<file path="config.mk">
export PLATFORM = sky130hd
export DESIGN_NAME = sram_arbiter
export DESIGN_NICKNAME = d
export VERILOG_FILES = /design/src/rtl/sram_arbiter.sv
export SDC_FILE = /design/constraint.sdc
export NUM_CORES = 1
export LEC_CHECK = 0
export ABC_AREA = 1
export CAP_MARGIN = 20
export CORE_ASPECT_RATIO = 0.8
export CORE_MARGIN = 2
export CORE_UTILIZATION = 39
export CTS_CLUSTER_DIAMETER = 120
export DETAILED_ROUTE_END_ITERATION = 16
export GPL_ROUTABILITY_DRIVEN = 0
export PLACE_DENSITY_LB_ADDON = 0.05
export SKIP_LAST_GASP = 1
export SYNTH_ARGS = -nofsm -noshare
export SYNTH_HDL_FRONTEND = slang
export SYNTH_SLANG_ARGS = --single-unit
</file>
<file path="constraint.sdc">
create_clock -name Clock_50 -period 2.33 [get_ports Clock_50]
set_clock_uncertainty 0.2 [all_clocks]
set_input_delay 0.466 -clock Clock_50 [delete_from_list [all_inputs] [get_ports Clock_50]]
set_output_delay 0.466 -clock Clock_50 [all_outputs]
set_load 0.02 [all_outputs]
</file>
<file path="src/rtl/sram_arbiter.sv">
// sram_arbiter: shares one SRAM_Controller between a deadline-critical display
// read client (port 0, fixed priority) and a general read/write client (port 1).
// The arbiter registers the SRAM address/data/write-enable drive and tracks each
// issued read through a return pipeline so the data can be steered back to the
// requester with a per-port valid strobe. An optional starvation guard forces a
// port-1 grant after STARVE_LIMIT consecutive denied cycles.
module sram_arbiter #(
    parameter int STARVE_LIMIT = 0,
    parameter int READ_LATENCY = 3
) (
    input  logic        Clock_50,
    input  logic        Reset,
    input  logic        SRAM_ready,
    input  logic        req_0,
    input  logic [17:0] addr_0,
    input  logic        req_1,
    input  logic        we_n_1,
    input  logic [17:0] addr_1,
    input  logic [15:0] wdata_1,
    input  logic [15:0] SRAM_read_data,
    output logic        gnt_0,
    output logic        gnt_1,
    output logic        rvalid_0,
    output logic        rvalid_1,
    output logic [15:0] rdata,
    output logic [17:0] SRAM_address,
    output logic [15:0] SRAM_write_data,
    output logic        SRAM_we_n
);

    // Guard threshold folded to the counter width; a zero limit disables the guard.
    localparam logic [7:0] LIMIT_C  = STARVE_LIMIT[7:0];
    localparam logic       LIMIT_EN = (STARVE_LIMIT != 0);

    // Starvation counter saturates instead of wrapping so a long denial can
    // never make the guard look satisfied-then-unsatisfied again.
    function automatic logic [7:0] sat_inc8(input logic [7:0] v);
        return (v == 8'hFF) ? v : v + 8'd1;
    endfunction

    logic [7:0]              starve_q, starve_d;
    logic                    force_1;

    logic [17:0]             addr_q, addr_d;
    logic [15:0]             wdata_q, wdata_d;
    logic                    we_n_q, we_n_d;

    // Return pipeline: bit 0 is the entry loaded on the grant edge, the top bit
    // is the stage aligned with the SRAM_Controller read data.
    logic [READ_LATENCY-1:0] ret_vld_q, ret_vld_d;
    logic [READ_LATENCY-1:0] ret_port_q, ret_port_d;
    logic                    load_vld;

    // Grant decode: port 0 wins unless port 1 has been starved long enough.
    always_comb begin
        force_1 = LIMIT_EN & (starve_q >= LIMIT_C) & req_1;
        gnt_0   = ~Reset & SRAM_ready & req_0 & ~force_1;
        gnt_1   = ~Reset & SRAM_ready & req_1 & (~req_0 | force_1);
    end

    // Starvation counter next state: clears when port 1 is served or idle,
    // counts denied ready cycles, holds while the controller is not ready.
    always_comb begin
        starve_d = starve_q;
        if (~req_1 | gnt_1) begin
            starve_d = 8'd0;
        end else if (SRAM_ready) begin
            starve_d = sat_inc8(starve_q);
        end
    end

    // SRAM drive next state: capture the granted access, otherwise hold the
    // address/data and keep the write strobe inactive.
    always_comb begin
        addr_d  = addr_q;
        wdata_d = wdata_q;
        we_n_d  = 1'b1;
        if (gnt_0) begin
            addr_d = addr_0;
        end else if (gnt_1) begin
            addr_d = addr_1;
            if (!we_n_1) begin
                we_n_d  = 1'b0;
                wdata_d = wdata_1;
            end
        end
    end

    // Return pipeline next state: shifts every cycle (also while not ready) so
    // in-flight reads always complete; writes enter as empty slots.
    always_comb begin
        load_vld   = gnt_0 | (gnt_1 & we_n_1);
        ret_vld_d  = {ret_vld_q[READ_LATENCY-2:0], load_vld};
        ret_port_d = {ret_port_q[READ_LATENCY-2:0], gnt_1};
    end

    // State registers; reset discards in-flight reads and any unpresented write.
    always_ff @(posedge Clock_50 or posedge Reset) begin
        if (Reset) begin
            starve_q   <= 8'd0;
            addr_q     <= 18'd0;
            wdata_q    <= 16'd0;
            we_n_q     <= 1'b1;
            ret_vld_q  <= '0;
            ret_port_q <= '0;
        end else begin
            starve_q   <= starve_d;
            addr_q     <= addr_d;
            wdata_q    <= wdata_d;
            we_n_q     <= we_n_d;
            ret_vld_q  <= ret_vld_d;
            ret_port_q <= ret_port_d;
        end
    end

    // Output steering: the last pipeline stage selects which port sees its data.
    always_comb begin
        SRAM_address    = addr_q;
        SRAM_write_data = wdata_q;
        SRAM_we_n       = we_n_q;
        rvalid_0        = ret_vld_q[READ_LATENCY-1] & ~ret_port_q[READ_LATENCY-1];
        rvalid_1        = ret_vld_q[READ_LATENCY-1] &  ret_port_q[READ_LATENCY-1];
        rdata           = SRAM_read_data;
    end

endmodule

</file>
# --- After elaboration in Yosys (flattened, before gate mapping) ---
# Cells that the tools add are included.
totals:
  ff_bits: 41
  output_inout_bits: 55
  inputBits: 74
classes:
  bitwise_logic: 13
  n_reduce_logical: 2
  n_mux: 5
op_table:
  columns: ["op", "n"]
  rows:
  - ["18-bit 2-to-1 mux", 2]
  - ["1-bit bitwise AND", 7]
  - ["1-bit NOT", 5]
  - ["1-bit 2-to-1 mux", 3]
  - ["3-bit AND reduction", 1]
  - ["2-bit nonzero test", 1]
  - ["1-bit bitwise OR", 1]

# --- Depth between registers and ports, before layout ---
# Gate-level depths: netlist of run 1.
logic_depth:
  word_depth: 6
  ltp_mapped: 7

# --- Worst setup path before layout of run 1 ---
# No wires, ideal clock.
synth_timing:
  path_kind: "input to output"
  from: "input port Reset"
  to: "output port gnt_0"
  stages: 5
  setup_slack_ns: 0.597
  required_ns: 1.664
  path_buffers: 2
  t_arrival_ns: 1.067
  cell_sequence: "inv_2 -> nand3_2 -> buf_4 -> buf_2 -> inv_1"
synth_between:
  elab_chain_len: 3
synth_rtl:
  columns: ["element", "line", "rtl"]
  rows:
  - ["start: declaration", "12", "input logic Reset,"]
  - ["1-bit NOT", "57", "gnt_0 = ~Reset & SRAM_ready & req_0 & ~force_1;"]
  - ["1-bit bitwise AND (2 in a row)", "57", null]
  - ["end: declaration", "21", "output logic gnt_0,"]
# Every way passes these cells.

# --- Final worst setup path of run 1 ---
layout_timing:
  from: "input port SRAM_ready"
  to: "output port gnt_0"
layout_between:
  elab_chain_len: 2
layout_rtl:
  columns: ["element", "line", "rtl"]
  rows:
  - ["start: declaration", "13", "input logic SRAM_ready,"]
  - ["1-bit bitwise AND (2 in a row)", "57", null]
# Every way passes these cells.

==> impl_metrics.ini, run 1 <==
[critical_path]
worstSetupPathType = input pin to output pin
end_kind = output pin
cp_cell_sequence = clkdlybuf4s50_1 > nand3_2 > inv_1 > dlygate4sd2_1
cp-start-kind = input pin
rrSetupSlack_ns = 1.48
path_buf_inv = 3
crit_fanout = 5
r2r-start = SRAM_address[5]
r2r_end = SRAM_address[5]
cp.arrival_ns = 1.61
reg2reg_depth = 2
cp_slowest_cell = clkdlybuf4s50_1
worstPathRequired_ns = 1.66
cpPeakStageDelay_ns = 0.60
path_delay_family = buffers and inverters

[synth]
synth_cells = 245
yosys_warnings = 0
ys_top_cells_by_area = dfrtp_1 (49%), nand2_1 (19%), buf_4 (8.5%), nand3_1 (8.3%), nand4_1 (5.5%)
ys_types = 19
synth_nets = 319
ys_seq_area_share_pct = 50.3
avgSynthCellArea_um2 = 8.33
synth_top_area_cell = dfrtp_1
netlist_area_mm2 = 0.00204
yosysTopAreaCellShare_pct = 49.0
synth_seq_cells = 41

[die]
die_h_um = 68.7
die_area_mm2 = 0.00583
die_w_um = 84.9
core_mm2 = 0.00504
io_pins = 129
core.rowCount = 23
initial_core_util_pct = 40.5

[detailed_routing]
drt-total-wl_um = 5140
wl_per_cell_um = 13.1
vias_per_cell = 4.73
drc = 0
postRouteAntennaNets = 0
drtIter0Drc = 107
dr.pass1.iters = 4
num_vias = 1865

[final_layout]
post_route_cells_drive_above_1_share_pct = 9.94
layout_commonest_cell = nand2_1
regArea_mm2 = 0.00103
area_growth_pct = 49.7
multi_input_area_um2 = 756
fill_cells = 459
final_cell_mix = nand2_1 (105), clkdlybuf4s50_1 (94), dfrtp_1 (40)
fin_util_pct = 60.7
n_antenna_cell = 0
fin_nets = 405

[global_route]
antenna_found_initial = 0
grt_usage_pct = 18.5
grt_pass1_wl_um = 8490
grt_overflow_total = 0
grt_pass1_vias = 1820
grt_start_max_net_pins = 39

[timing]
rsz0062_at_grt = false
period_minus_slack_ns = 2.27
worstMarginPinSlew_ns = 0.389
period_share_pct = 97.6
relSlewSlack_pct = 74.1
fin_hold_ws_ns = 0.153
drv_slew = 0
max_freq_mhz = 440
hold_viol = 0
setup-violations-final = 0

[pwr]
pwr-share-comb_pct = 34.0
clkPwrFrac_pct = 22.3
pwr_density_cell_mw_per_mm2 = 666
peakVddDrop_mv = 0.413
switchingPower_uw = 647
pwr-share-seq_pct = 43.7
p_int_mw = 1.39
sw_frac_of_total_pct = 31.8
p_leak_nw = 1.51

[placement]
hpwl_um = 3610
port_buffers = 96

[clocking]
clk_pin_slew_worst_paths_ns = 0.08
cts-root-buf = clkbuf_8
clk_latency_ns = 0.29
clock_sink_count = 41
cts_buffers = 5
cts_tree = yes
holdBufCountCts = 0
htreeDepth = 2
clockBufferDepth = 2

[worst_hold_path]
worstHoldStart = ret_port_q[0]
hold_end = ret_port_q[1]
hold_class = flip-flop to flip-flop
hold_depth = 0

[flow_run]
max-cap-violations = 0

[outcome]
status = finished clean
[cell families after synthesis]
family	Yosys count	share of synthesized area, %
simple gates	164	36.8
flops	41	50.3
buf+inv	39	12.6
compound gates	1	0.245
[power groups by stage]
| stage | Combinational [mW] | Clock (mW) | Sequential (mW) |
|---|---|---|---|
| 3_3_place_gp | 0.692 | 0 | 0.900 |
| 5_1_grt | 0.753 | 0.500 | 0.906 |
| 2_1_floorplan | 0.217 | 0 | 1.04 |
| 3_5_place_dp | 0.701 | 0 | 0.900 |
| 4_1_cts | 0.702 | 0.474 | 0.890 |
| 6_report | 0.692 | 0.454 | 0.890 |
[cell usage after synthesis]
library cell and instances:
inv_1 4, clkbuf_1 1, nand2_2 1, dfrtp_1 40, nand2_1 105, buf_6 2
nor2_4 2, nand3_2 2, nor2_1 1, nand3_1 34, inv_4 1, dfstp_2 1
nand4_4 1, buf_4 23, nand4_1 18, buf_2 6, inv_2 1, clkinv_1 1
o21ai_0 1
[worst reg2reg max path: stages (launching register included)]
cell     delay [ns]
dfrtp_1        0.39
nand3_1        0.09
nand2_1        0.07
[through the flow]
step	TNS [ns]	instance area, um2	std cells	total power, mW	worst slack, ns
final	0	3060	394	2.04	0.0558
after global placement	-0.492	2980	386	1.59	-0.276
after global routing	0	3060	394	2.16	0.00388
after CTS	-0.0175	3060	394	2.07	-0.0175
after floorplan	0	2040	245	1.25	0.597
after detailed placement	-0.517	2980	386	1.60	-0.289
[state kept, by name, summed over array words and instances, names as in the netlist]
name and cells:
SRAM_address 18, SRAM_we_n 1, SRAM_write_data 16, ret_port_q 3
ret_vld_q 3
[routing by layer]
layer	track usage, %	wire length [um]	vias to the layer above
met5	0	0	-
met4	6.35	28	0
met3	5.24	358	2
met2	29.7	2390	64
met1	24.4	2370	854
li1	-	-	945
[what timing repair did]
item / in CTS / in global routing
setup buffers: 0 / 0
endpoints found under the hold margin: 0 / 0
gates resized for setup: 2 / 2
endpoints found under the setup margin: 2 / 1
[layout make-up]
cell class              count  share of cell area (%)
repair buffers            111                    35.3
multi-input cells         165                    24.7
flip-flops and latches     41                    33.6
well taps                  62                    2.54
clock inverters             3                   0.573
inverters                   7                   0.942
clock buffers               5                    2.25
[worst max path at each step]
stage	end	startpoint	depth (start not counted)	slack [ns]
floorplan	gnt_0	Reset	5	0.60
global placement	gnt_1	SRAM_ready	4	-0.28
detailed placement	gnt_1	SRAM_ready	4	-0.29
CTS	gnt_1	SRAM_ready	4	-0.02
global route	gnt_0	SRAM_ready	4	0.004
finish	gnt_0	SRAM_ready	4	0.06
Power figures use the tool's default switching activity.
==> inputs of run 2 (changes only) <==
--- a/config.mk
+++ b/config.mk
@@ -14,6 +14,7 @@
 export DETAILED_ROUTE_END_ITERATION = 16
 export GPL_ROUTABILITY_DRIVEN = 0
 export PLACE_DENSITY_LB_ADDON = 0.05
+export SETUP_SLACK_MARGIN = 0.5
 export SKIP_LAST_GASP = 1
 export SYNTH_ARGS = -nofsm -noshare
 export SYNTH_HDL_FRONTEND = slang
==> run 2 against run 1 <==
  * Fmax grew 26%
  * Sequential power shrank 0.4%
  * First-iteration DRC count grew 6.5%
  * Wire length grew 0.68%
  * Critical path depth grew 1
  * Largest power group unchanged
  * Final cell count grew 0.51%
  * Clock power is essentially flat
  * Setup slack gained 0.47 ns
  * Largest cell class unchanged
  * Sequential share of layout area grew 0.39 points
  * Die area is the same
  * Non-clock buffer count grew 2
==> impl_metrics.ini, run 2 (same netlist as run 1, synthesis figures left out) <==
[critical_path]
cp-start-kind = input pin
path_buf_inv = 3
r2r_end = SRAM_address[16]
cpPeakStageDelay_ns = 0.25
worstPathRequired_ns = 1.66
cp_slowest_cell = dlygate4sd2_1
cp.arrival_ns = 1.14
reg2reg_depth = 2
r2r-start = SRAM_address[16]
worst-path-stages = 5
worstSetupPathType = input pin to output pin
path_delay_family = buffers and inverters
cp_cell_sequence = dlygate4sd2_1 > inv_2 > nand3_2 > nor2_4 > buf_6
rrSetupSlack_ns = 1.48
crit_fanout = 3
end_kind = output pin

[final_layout]
n_antenna_cell = 0
post_route_cells_drive_above_1_share_pct = 11.4
fin_util_pct = 60.0
final_cell_mix = nand2_1 (105), clkdlybuf4s50_1 (53), dfrtp_1 (40)
fin_nets = 407
layout_commonest_cell = nand2_1
area_growth_pct = 48.0
largest_register_ffs = 18

[global_route]
grt_pass1_vias = 1811
grt_start_max_net_pins = 39
antenna_found_initial = 0
grt_pass1_wl_um = 8420
grt_usage_pct = 18.4
grt_overflow_total = 0

[timing]
relSlewSlack_pct = 74.4
drv_slew = 0
setup-violations-final = 0
worstMarginPinSlew_ns = 0.384
rsz0062_at_grt = true
period_minus_slack_ns = 1.80
hold_viol = 0
max_freq_mhz = 554
period_share_pct = 77.4

[clocking]
cts-root-buf = clkbuf_8
clk_latency_ns = 0.29
holdBufCountCts = 0
clock_sink_count = 41
cts_tree = yes
cts_buffers = 5
clockBufferDepth = 2
htreeDepth = 2
clk_pin_slew_worst_paths_ns = 0.08

[worst_hold_path]
hold_end = ret_port_q[1]
hold_class = flip-flop to flip-flop
hold_depth = 0
worstHoldStart = ret_port_q[0]

[die]
initial_core_util_pct = 40.5
io_pins = 129
die_h_um = 68.7
die_w_um = 84.9
core_mm2 = 0.00504
core.rowCount = 23
die_area_mm2 = 0.00583

[detailed_routing]
drc = 0
drtIter0Drc = 114
postRouteAntennaNets = 0
vias_per_cell = 4.73
num_vias = 1873
dr.pass1.iters = 4
drt-total-wl_um = 5180
wl_per_cell_um = 13.1

[pwr]
peakVddDrop_mv = 0.392
p_leak_nw = 1.62
power_mw = 1.95
pwr_density_cell_mw_per_mm2 = 646

[flow_run]
max-cap-violations = 0

[placement]
port_buffers = 96
hpwl_um = 3610

[outcome]
status = finished clean
run 2: per-stage QoR:
step	cells	hold WS, ns	instance area (um2)	setup TNS (ns)	worst slack [ns]
global placement	386	0.133	2980	-0.492	-0.276
floorplan	245	0.131	2040	0	0.597
global route	396	0.158	3020	0	0.485
finish	396	0.152	3020	0	0.526
detailed placement	386	0.135	2980	-0.517	-0.289
CTS	395	0.153	3010	0	0.324
run 2: worst max-delay path by stage:
| stage | start | end | slack (ns) |
|---|---|---|---|
| 2_1_floorplan | Reset | gnt_0 | 0.60 |
| 3_3_place_gp | SRAM_ready | gnt_1 | -0.28 |
| 3_5_place_dp | SRAM_ready | gnt_1 | -0.29 |
| 4_1_cts | req_1 | gnt_1 | 0.32 |
| 5_1_grt | Reset | gnt_1 | 0.49 |
| 6_report | Reset | gnt_1 | 0.53 |
run 2: layer usage:
metal | global-route usage, % | part of all wire, % | wire [um] | vias up
met2 | 29.8 | 47 | 2450 | 65
met1 | 23.9 | 45 | 2320 | 851
met4 | 6.35 | 0.83 | 43 | 0
met5 | 0 | 0 | 0 | -
li1 | - | - | - | 953
met3 | 5.24 | 7.0 | 362 | 4
run 2: timing repair:
| action | in CTS | in global routing |
|---|---|---|
| pin swaps | 0 | 1 |
| setup buffers | 1 | 1 |
| endpoints found under the setup margin | 57 | 2 |
| resized for setup | 51 | 6 |
run 2: area by class of cell:
type,count,area (um2)
clock buffer,5,68.8
clock inverter,3,17.5
fill,483,2020
inverter,7,28.8
multi-input combinational,165,756
sequential,41,1030
tap,62,77.6
timing repair buffer,113,1040
run 2: where the power goes:
| group | internal [mW] | leakage (nW) | switching [mW] |
|---|---|---|---|
| Sequential | 0.826 | 0.519 | 0.0594 |
| Clock | 0.207 | 0.0439 | 0.247 |
| Combinational | 0.275 | 1.06 | 0.337 |
| Total | 1.31 | 1.62 | 0.643 |
